<file path="config.mk">
export PLATFORM = sky130hd
export DESIGN_NAME = id_stage
export DESIGN_NICKNAME = d
export VERILOG_FILES = /design/src/rtl/id_stage_pkg.sv /design/src/rtl/id_stage_regfile.sv /design/src/rtl/id_stage.sv
export SDC_FILE = /design/constraint.sdc
export NUM_CORES = 1
export LEC_CHECK = 0
export CAP_MARGIN = 10
export CORE_UTILIZATION = 59
export CTS_BUF_LIST = sky130_fd_sc_hd__clkbuf_8
export DETAILED_ROUTE_END_ITERATION = 10
export PLACE_DENSITY = 0.93
export SETUP_SLACK_MARGIN = 0.3
export SLEW_MARGIN = 30
export SYNTH_ARGS = -nofsm -noshare
export SYNTH_HDL_FRONTEND = slang
export SYNTH_SLANG_ARGS = --single-unit
</file>
<file path="constraint.sdc">
create_clock -name clk -period 3.55 [get_ports clk]
set_clock_uncertainty 0.15 [all_clocks]
set_input_delay 0.71 -clock clk [delete_from_list [all_inputs] [get_ports clk]]
set_output_delay 0.71 -clock clk [all_outputs]
set_load 0.03 [all_outputs]
</file>
<file path="src/rtl/id_stage_pkg.sv">
// ---------------------------------------------------------------------------
// id_stage_pkg
// Shared parameter file for the 19-bit CPU datapath. It holds the opcode
// codes used by both the ALU and the decode stage, the datapath widths, and
// the operand-class decode that tells the ID stage which operands an opcode
// consumes.
// ---------------------------------------------------------------------------
package id_stage_pkg;

    localparam int XLEN  = 19;  // datapath width
    localparam int RA_W  = 3;   // register index width (fixed)
    localparam int OP_W  = 5;   // opcode / ALU control width

    // Opcode field doubles as the ALU control code.
    localparam logic [OP_W-1:0] OP_ADD   = 5'd0;
    localparam logic [OP_W-1:0] OP_SUB   = 5'd1;
    localparam logic [OP_W-1:0] OP_MUL   = 5'd2;
    localparam logic [OP_W-1:0] OP_DIV   = 5'd3;
    localparam logic [OP_W-1:0] OP_AND   = 5'd4;
    localparam logic [OP_W-1:0] OP_OR    = 5'd5;
    localparam logic [OP_W-1:0] OP_XOR   = 5'd6;
    localparam logic [OP_W-1:0] OP_INC   = 5'd7;
    localparam logic [OP_W-1:0] OP_DEC   = 5'd8;
    localparam logic [OP_W-1:0] OP_NOT   = 5'd9;
    localparam logic [OP_W-1:0] OP_ENCRY = 5'd10;
    localparam logic [OP_W-1:0] OP_DECRY = 5'd11;
    localparam logic [OP_W-1:0] OP_IMMED = 5'd12;

    // Which operands an opcode consumes.
    typedef enum logic [1:0] {
        CLS_RR  = 2'd0,  // in1 = R[rs1], in2 = R[rs2]
        CLS_R   = 2'd1,  // in1 = R[rs1], in2 = 0
        CLS_IMM = 2'd2,  // in1 = 0,      in2 = zero-extended imm
        CLS_ILL = 2'd3   // undefined opcode: both operands 0, no write
    } op_class_e;

    function automatic op_class_e op_class(input logic [OP_W-1:0] op);
        case (op)
            OP_ADD, OP_SUB, OP_MUL, OP_DIV,
            OP_AND, OP_OR,  OP_XOR:                   return CLS_RR;
            OP_INC, OP_DEC, OP_NOT, OP_ENCRY, OP_DECRY: return CLS_R;
            OP_IMMED:                                  return CLS_IMM;
            default:                                   return CLS_ILL;
        endcase
    endfunction

    function automatic logic is_legal(input logic [OP_W-1:0] op);
        return op_class(op) != CLS_ILL;
    endfunction

endpackage

</file>
<file path="src/rtl/id_stage_regfile.sv">
// ---------------------------------------------------------------------------
// regfile
// NREG x XLEN register file: one synchronous write port, two asynchronous
// read ports, synchronous active-low clear of every entry. No register is
// hardwired to zero.
//
// Ports:
//   clk, rst_n        clock, synchronous active-low clear
//   we, waddr, wdata  write port (takes effect at the rising edge)
//   raddr1, rdata1    async read port 1
//   raddr2, rdata2    async read port 2
// ---------------------------------------------------------------------------
module regfile
    import id_stage_pkg::*;
#(
    parameter int NREG = 8
) (
    input  logic            clk,
    input  logic            rst_n,
    input  logic            we,
    input  logic [RA_W-1:0] waddr,
    input  logic [XLEN-1:0] wdata,
    input  logic [RA_W-1:0] raddr1,
    output logic [XLEN-1:0] rdata1,
    input  logic [RA_W-1:0] raddr2,
    output logic [XLEN-1:0] rdata2
);

    logic [XLEN-1:0] mem [NREG];

    // NOTE: this array is cleared by reset because the architecture defines
    // every register as 0 after reset; that keeps it in flops rather than a
    // RAM macro, which is acceptable at 8 entries.
    always_ff @(posedge clk) begin
        if (!rst_n) begin
            for (int i = 0; i < NREG; i++) mem[i] <= '0;
        end else if (we) begin
            mem[waddr] <= wdata;
        end
    end

    assign rdata1 = mem[raddr1];
    assign rdata2 = mem[raddr2];

endmodule

</file>
<file path="src/rtl/id_stage.sv">
// ---------------------------------------------------------------------------
// id_stage
// Instruction-decode stage. Accepts instructions from fetch, reads the
// register file with EX/WB forwarding, and issues in1/in2/alu_ctrl plus the
// destination tag to the ALU through a registered ID/EX entry with
// valid/ready flow control.
//
// Ports:
//   clk, rst_n                      clock, synchronous active-low reset
//   flush                           drop the held ID/EX entry
//   in_valid, in_ready, instr       fetch handshake and instruction
//   ex_fwd_valid/_rd/_data          EX-stage result forward
//   wb_we, wb_rd, wb_data           writeback (regfile write + bypass)
//   out_valid, out_ready            ID/EX handshake to EX
//   in1, in2, alu_ctrl              ALU operands and operation
//   out_rd, out_we, illegal         destination tag, write enable, bad opcode
// ---------------------------------------------------------------------------
module id_stage
    import id_stage_pkg::*;
#(
    parameter int NREG  = 8,
    parameter int IMM_W = 11
) (
    input  logic            clk,
    input  logic            rst_n,
    input  logic            flush,
    input  logic            in_valid,
    output logic            in_ready,
    input  logic [XLEN-1:0] instr,
    input  logic            ex_fwd_valid,
    input  logic [RA_W-1:0] ex_fwd_rd,
    input  logic [XLEN-1:0] ex_fwd_data,
    input  logic            wb_we,
    input  logic [RA_W-1:0] wb_rd,
    input  logic [XLEN-1:0] wb_data,
    output logic            out_valid,
    input  logic            out_ready,
    output logic [XLEN-1:0] in1,
    output logic [XLEN-1:0] in2,
    output logic [OP_W-1:0] alu_ctrl,
    output logic [RA_W-1:0] out_rd,
    output logic            out_we,
    output logic            illegal
);

    // Instruction fields.
    logic [OP_W-1:0]  opcode;
    logic [RA_W-1:0]  rd, rs1, rs2;
    logic [XLEN-1:0]  imm_ext;

    assign opcode  = instr[18:14];
    assign rd      = instr[13:11];
    assign rs1     = instr[10:8];
    assign rs2     = instr[7:5];
    assign imm_ext = {{(XLEN-IMM_W){1'b0}}, instr[IMM_W-1:0]};

    logic [XLEN-1:0] rf_rdata1, rf_rdata2;

    regfile #(.NREG(NREG)) u_regfile (
        .clk    (clk),
        .rst_n  (rst_n),
        .we     (wb_we),
        .waddr  (wb_rd),
        .wdata  (wb_data),
        .raddr1 (rs1),
        .rdata1 (rf_rdata1),
        .raddr2 (rs2),
        .rdata2 (rf_rdata2)
    );

    // EX result is younger than WB, so it wins; WB bypasses the write that
    // lands in the file at the same edge.
    function automatic logic [XLEN-1:0] resolve(
        input logic [RA_W-1:0] rs,
        input logic [XLEN-1:0] rf_val,
        input logic            exv,
        input logic [RA_W-1:0] exrd,
        input logic [XLEN-1:0] exd,
        input logic            wbv,
        input logic [RA_W-1:0] wbrd,
        input logic [XLEN-1:0] wbd
    );
        if (exv && exrd == rs)      return exd;
        else if (wbv && wbrd == rs) return wbd;
        else                        return rf_val;
    endfunction

    logic [XLEN-1:0] src1, src2;
    assign src1 = resolve(rs1, rf_rdata1, ex_fwd_valid, ex_fwd_rd, ex_fwd_data,
                          wb_we, wb_rd, wb_data);
    assign src2 = resolve(rs2, rf_rdata2, ex_fwd_valid, ex_fwd_rd, ex_fwd_data,
                          wb_we, wb_rd, wb_data);

    // Operand decode for the instruction currently presented by fetch.
    op_class_e       cls;
    logic [XLEN-1:0] nxt_in1, nxt_in2;

    assign cls = op_class(opcode);

    // NOTE: every signal written in this always_comb gets a default first so
    // no path through the case leaves it unassigned and infers a latch.
    always_comb begin
        nxt_in1 = '0;
        nxt_in2 = '0;
        case (cls)
            CLS_RR:  begin nxt_in1 = src1; nxt_in2 = src2;    end
            CLS_R:   begin nxt_in1 = src1;                    end
            CLS_IMM: begin                 nxt_in2 = imm_ext; end
            default: ;
        endcase
    end

    // Flush blocks acceptance so the instruction behind it is not captured.
    logic accept;
    assign in_ready = !flush && (!out_valid || out_ready);
    assign accept   = in_valid && in_ready;

    // ID/EX register. Priority: reset > flush > accept > consume > hold.
    // NOTE: sequential state uses non-blocking assignments so every flop
    // samples pre-edge values regardless of statement order.
    always_ff @(posedge clk) begin
        if (!rst_n) begin
            out_valid <= 1'b0;
            in1       <= '0;
            in2       <= '0;
            alu_ctrl  <= '0;
            out_rd    <= '0;
            out_we    <= 1'b0;
            illegal   <= 1'b0;
        end else if (flush) begin
            out_valid <= 1'b0;
        end else if (accept) begin
            out_valid <= 1'b1;
            in1       <= nxt_in1;
            in2       <= nxt_in2;
            alu_ctrl  <= opcode;
            out_rd    <= rd;
            out_we    <= (cls != CLS_ILL);
            illegal   <= (cls == CLS_ILL);
        end else if (out_ready) begin
            out_valid <= 1'b0;
        end
    end

endmodule
</file>
==> results by group, run 1 <==
Run status
  • Run status: complete, no violations

Yosys
  • Unique cell type count in the Yosys netlist: 45
  • Sequential fraction of the synthesis area: 49.82%
  • Cells after synthesis: 876
  • Post-synth EDFFs: 152
  • Post-Syn Nets: 946
  • Syn. warnings: 0
  • Post-synth ARST share: 0%
  • Mapped cell area: 11130 um2
  • Syn_area_per_cell: 12.71 um2
  • Main flop type after synthesis: edfxtp_1
  • #FFs+latches synth: 201

Timing
  • Slew @ Worst Pin: 0.9211 ns
  • Hold Violations, Final: 0
  • Setup TNS: 0 ns
  • Worst slew margin: 38.15%
  • Unrepaired setup endpoints after global routing: no
  • Min cycle time layout: 2.911 ns
  • Final setup viols: 0
  • Final Cycle Share: 82.01%
  • Fmax: 343.5 MHz
  • Final slew viol count: 0
  • Hold_ws: 0.3044 ns

Layout
  • Ant. Diodes: 0
  • Footprint of the multi-input gates: 5201 um2
  • Final-stage net count: 1076
  • Flip-flop and latch area: 5545 um2
  • Fill cells: 998
  • Final Core Density: 73.11%
  • Share of cells above drive strength 1: 19.90%
  • Non-Filler Instances: 1259
  • Area grow syn2layout: 19.59%

Place
  • GPL Wtd Cong: 0.8765
  • Placed cell count: 1202
  • IO buf count: 119
  • HPWL Detailed: 22380 um

Power
  • Pwr/cell area: 425.6 nW/um2
  • Leakage dissipation: 4.830 nW
  • Total power: 5.665 mW
  • Peak supply drop: 268.6 uV

Floorplan
  • Initial core utilization: 61.13%
  • Die Wd: 139.4 um
  • # IOs: 120
  • Core footprint: 18210 um2
  • Die height: 139.4 um
  • Cell Rows: 49
  • Die area: 19420 um2

Route
  • Detail Route Antenna Nets: 0
  • Max layer used: met4
  • Final WL: 33510 um
  • WL met2: 15460 um
  • Drt via density: 7.052
  • Residual DRC: 0
  • Metal3 WL: 4786 um
  • Wire per inst: 26.61 um
  • Via count: 8879
  • Pre-antenna DRT Iters: 8
  • WL met1: 11380 um
  • Drt initial violations: 1247

Worst hold path
  • Hold Path Class: register to register

Clocking
  • Clock Path Buffers: 3
  • Num CTS Buffers: 31
  • Post-CTS setup buffer count: 0
  • Hold_buf cts: 0
  • Root Buffer: clkbuf_8
  • Htree depth: 1
  • CTS clk-pin slew, worst paths: 0.06 ns
  • CTS tree: built
  • # resized after CTS: 0
  • Worst skew pair latency: 0.59 ns
  • Clk sinks: 201

GRT
  • GRT overflow: 0
  • First-pass GRT wire length: 51290 um
  • Vias in the first global route: 8917
  • Antenna violations before repair: 0
  • Largest net degree at the start of global routing: 52
  • Gr usage total: 34.77%

Setup path
  • Startpoint Class: input port
  • CP Capture Type: output port
  • Worst-path maximum fanout: 5
  • CP Data Arrival Time: 2.05 ns
  • Crit Path Class: input port to output port
  • CP Data Required Time: 2.69 ns

Flow run
  • Count of maximum capacitance violations: 0
[metrics by stage]
stage          setup slack (ns)  cell area [um2]
2_1_floorplan            0.5489            11130
3_3_place_gp             0.3726            12680
3_5_place_dp             0.2859            12680
4_1_cts                  0.6330            13310
5_1_grt                  0.5645            13310
6_report                 0.6386            13310
[logic make-up after synthesis]
group / after synthesis / share of synthesized area (%)
flip-flops: 201 / 49.82
AO/OA/AOI/OAI: 159 / 9.836
buffers and inverters: 74 / 3.822
XOR/XNOR: 15 / 1.248
multiplexers: 152 / 20.75
AND/OR/NAND/NOR: 275 / 14.52
[layout make-up]
class,instances,area share [%]
sequential,201,41.66
multi-input combinational,601,39.07
timing repair buffer,169,12.33
clock buffer,35,3.619
tap,229,2.152
clock inverter,22,1.109
inverter,2,0.05640
[routing by layer]
metal  track usage, %  vias up
li1                 -     3640
met5                0        -
met3            9.050      185
met4            20.88        0
met1            43.49     4142
met2            54.67      912
[layout by cell type (no fill, tap or decap), types with 11 or more instances in the layout]
| cell type | n |
|---|---|
| nand2_1 | 46 |
| mux2_2 | 30 |
| buf_4 | 44 |
| mux4_2 | 60 |
| nor2_1 | 11 |
| nand2b_1 | 15 |
| clkdlybuf4s50_1 | 116 |
| dfxtp_1 | 49 |
| a21oi_1 | 28 |
| clkbuf_8 | 35 |
| edfxtp_1 | 152 |
| o21ai_0 | 30 |
| a22oi_1 | 16 |
| mux2i_1 | 62 |
| xnor2_1 | 11 |
| a211oi_1 | 22 |
| a221oi_1 | 46 |
| and2_1 | 153 |
| nor2b_1 | 11 |
[where the power goes]
group          total [mW]  switching [mW]  leakage, nW  internal [mW]
registers            2.76          0.0936         1.86           2.67
logic               0.937           0.514         2.63          0.423
clock network        1.97           0.923        0.348           1.05
[cell usage after synthesis (2+ instances only)]
cell type,number,area share (%)
a211oi_1,22,1.5
a21oi_1,28,1.3
a221oi_1,46,3.6
a22oi_1,16,1.1
and2_1,153,8.6
and4_1,2,0.16
buf_1,6,0.20
buf_2,18,0.81
buf_4,5,0.34
buf_6,10,1.0
clkbuf_1,30,1.0
dfxtp_1,49,8.8
edfxtp_1,152,41
inv_2,2,0.067
mux2_2,30,3.0
mux2i_1,62,5.6
mux4_2,60,12
nand2_1,47,1.6
nand2b_1,15,0.84
nand3_1,10,0.45
nand4_1,10,0.56
nor2_1,11,0.37
nor2b_1,11,0.62
nor3_1,4,0.18
o21ai_0,36,1.6
o31ai_1,9,0.61
or4_1,2,0.13
xnor2_1,11,0.87
xor2_1,3,0.24
[worst paths after layout]
kind / slack (ns) / cells past startpoint / from / end
worst max-delay path: 0.64 / 4 / out_ready / in_ready
worst min register to register: 0.30 / 2 / alu_ctrl[3]$_SDFFE_PN0P_ / alu_ctrl[3]$_SDFFE_PN0P_
worst min-delay path: 0.30 / 2 / alu_ctrl[3]$_SDFFE_PN0P_ / alu_ctrl[3]$_SDFFE_PN0P_
worst max register to register: 1.56 / 4 / u_regfile.mem[1][9]$_SDFFCE_PN0P_ / in1[9]$_SDFFE_PN0P_
[worst max-delay path, cell delays in order]
cell	delay, ns
clkdlybuf4s50_1	0.52
nor2b_4	0.07
nor2_1	0.08
clkdlybuf4s50_1	0.67
[state kept, by name (all words and copies together), names as in the netlist]
name,cells
alu_ctrl,5
illegal,1
in1,19
in2,19
out_rd,3
out_valid,1
out_we,1
u_regfile.mem,152
No activity file was read; power rests on OpenSTA's default activity.
==> run 2, diff against run 1 <==
CORE_UTILIZATION = 53   (was 59)
PLACE_DENSITY = 0.89   (was 0.93)
clock period = 2.5 ns   (was 3.55 ns; I/O delays follow)
==> run 2 against run 1 <==
  * Sequential power is 41% higher
  * Non-clock buffer count is 28 higher
  * Hold slack got worse by 0.0029 ns
  * Clock power increased by 28%
  * Register-to-register slack lost 1.0 ns
  * Wire length shrank 2.4%
  * Largest power group unchanged
  * Total power increased by 37%
  * Sequential share of layout area is 0.81 points lower
  * Die area rose by 11%
  * Design area is 2.0% higher
  * Sequential cell count unchanged
==> results by group, run 2 (synthesis gave the netlist of run 1 again) <==
Run status
  • Run status: complete, no violations

Setup path
  • Worst R2R Path Depth: 4
  • Worst-path maximum fanout: 5
  • Crit Path Class: input port to output port
  • CP Data Required Time: 1.85 ns
  • CP Capture Type: output port
  • CP Data Arrival Time: 1.45 ns
  • Startpoint Class: input port

Route
  • Drt initial violations: 1043
  • Final WL: 32700 um
  • Detail Route Antenna Nets: 0
  • Wire per inst: 24.62 um
  • Residual DRC: 0
  • Drt via density: 6.541
  • Via count: 8687
  • Pre-antenna DRT Iters: 7

Floorplan
  • Initial core utilization: 54.48%
  • Cell Rows: 52
  • Core footprint: 20430 um2
  • Die height: 146.9 um
  • # IOs: 120
  • Die area: 21590 um2
  • Die Wd: 146.9 um

Place
  • Post-place setup slack: -0.07048 ns
  • Placed cell count: 1271
  • HPWL Detailed: 22870 um
  • IO buf count: 119
  • GPL Wtd Cong: 0.9021
  • Placed Area: 13070 um2

Layout
  • Largest register FFs: 152
  • Most frequent cells in the layout: and2_1 (153), edfxtp_1 (152), clkdlybuf4s50_1 (66)
  • Area grow syn2layout: 21.98%
  • Final-stage net count: 1104
  • Most flops, register: u_regfile.mem
  • Ant. Diodes: 0
  • Share of cells above drive strength 1: 21.74%
  • Final instance area: 13580 um2
  • Biggest regs: u_regfile.mem (152), in1 (19), in2 (19)
  • Commonest non-fill, non-tap cell in the layout: and2_1
  • Non-Filler Instances: 1328

Timing
  • Unrepaired setup endpoints after global routing: no
  • Fmax: 476.7 MHz
  • Hold Violations, Final: 0
  • Min cycle time layout: 2.098 ns
  • Final Cycle Share: 83.90%
  • Final setup viols: 0
  • Worst slew margin: 55.05%
  • Final slew viol count: 0
  • Slew @ Worst Pin: 0.6733 ns
  • Hold_ws: 0.3015 ns
  • Final worst slack: 0.4024 ns

Clocking
  • Post-CTS setup buffer count: 0
  • Worst skew pair latency: 0.57 ns
  • Root Buffer: clkbuf_8
  • Clk sinks: 201
  • CTS tree: built
  • Hold_buf cts: 0
  • CTS clk-pin slew, worst paths: 0.06 ns
  • Num CTS Buffers: 31
  • Htree depth: 1
  • Clock Path Buffers: 3

GRT
  • GRT overflow: 0
  • Largest net degree at the start of global routing: 43
  • Vias in the first global route: 8796
  • Gr usage total: 30.36%
  • First-pass GRT wire length: 50320 um
  • Antenna violations before repair: 0

Power
  • Total power: 7.783 mW
  • Pwr/cell area: 573.2 nW/um2
  • Leakage dissipation: 5.208 nW
  • Peak supply drop: 213.8 uV

Flow run
  • Count of maximum capacitance violations: 0

Worst hold path
  • Worst Hold Depth: 2
  • Hold Path Class: register to register
[run 2: cell types whose count changed in the layout (fill, tap and decap cells not counted), moves of 2 or more]
cell,change
clkdlybuf4s50_1,-50
dlygate4sd2_1,+49
buf_4,+19
buf_12,+10
clkbuf_8,-4
clkinv_1,+4
clkinv_2,+2
clkinvlp_4,-2
[run 2: worst max-delay path, cell delays in order]
cell             delay (ns)
clkdlybuf4s50_1        0.54
nor2b_4                0.08
nor2_1                 0.14
buf_4                  0.18
[run 2: area by class of cell]
class | instances | area (um2)
multi-input combinational | 601 | 5215
tap | 270 | 337.8
timing repair buffer | 197 | 1913
clock buffer | 31 | 426.7
clock inverter | 26 | 131.4
sequential | 201 | 5545
fill | 1362 | 6853
inverter | 2 | 7.507
[run 2: routing by layer]
metal / share of wire, % / global-route usage (%)
met1: 36 / 37.59
met2: 50 / 52.75
met5: 0 / 0
met4: 3.1 / 11.13
met3: 11 / 6.025
[run 2: repair_timing]
item / in CTS / in global routing
gates resized for setup: 49 / 1
gates cloned: 0 / 0
endpoints found under the setup margin: 49 / 1
pin swaps: 0 / 0
[run 2: power by group]
group	internal, mW	leakage, nW	switching [mW]
clock	1.26	0.324	1.27
combinational	0.629	3.03	0.723
sequential	3.78	1.86	0.119
total	5.67	5.21	2.11
[run 2: final timing paths]
check	startpoint	endpoint	slack (ns)
setup / recovery	out_ready	in_ready	0.40
setup reg to reg	u_regfile.mem[0][9]$_SDFFCE_PN0P_	in1[9]$_SDFFE_PN0P_	0.54
hold reg to reg	alu_ctrl[4]$_SDFFE_PN0P_	alu_ctrl[4]$_SDFFE_PN0P_	0.30
hold / removal	alu_ctrl[4]$_SDFFE_PN0P_	alu_ctrl[4]$_SDFFE_PN0P_	0.30
[run 2: per-stage QoR]
stage               util (%)  TNS [ns]
global route           66.46         0
detailed placement     63.97   -0.2562
global placement       63.97   -0.1635
finish                 66.46         0
floorplan                  -         0
CTS                    66.40         0
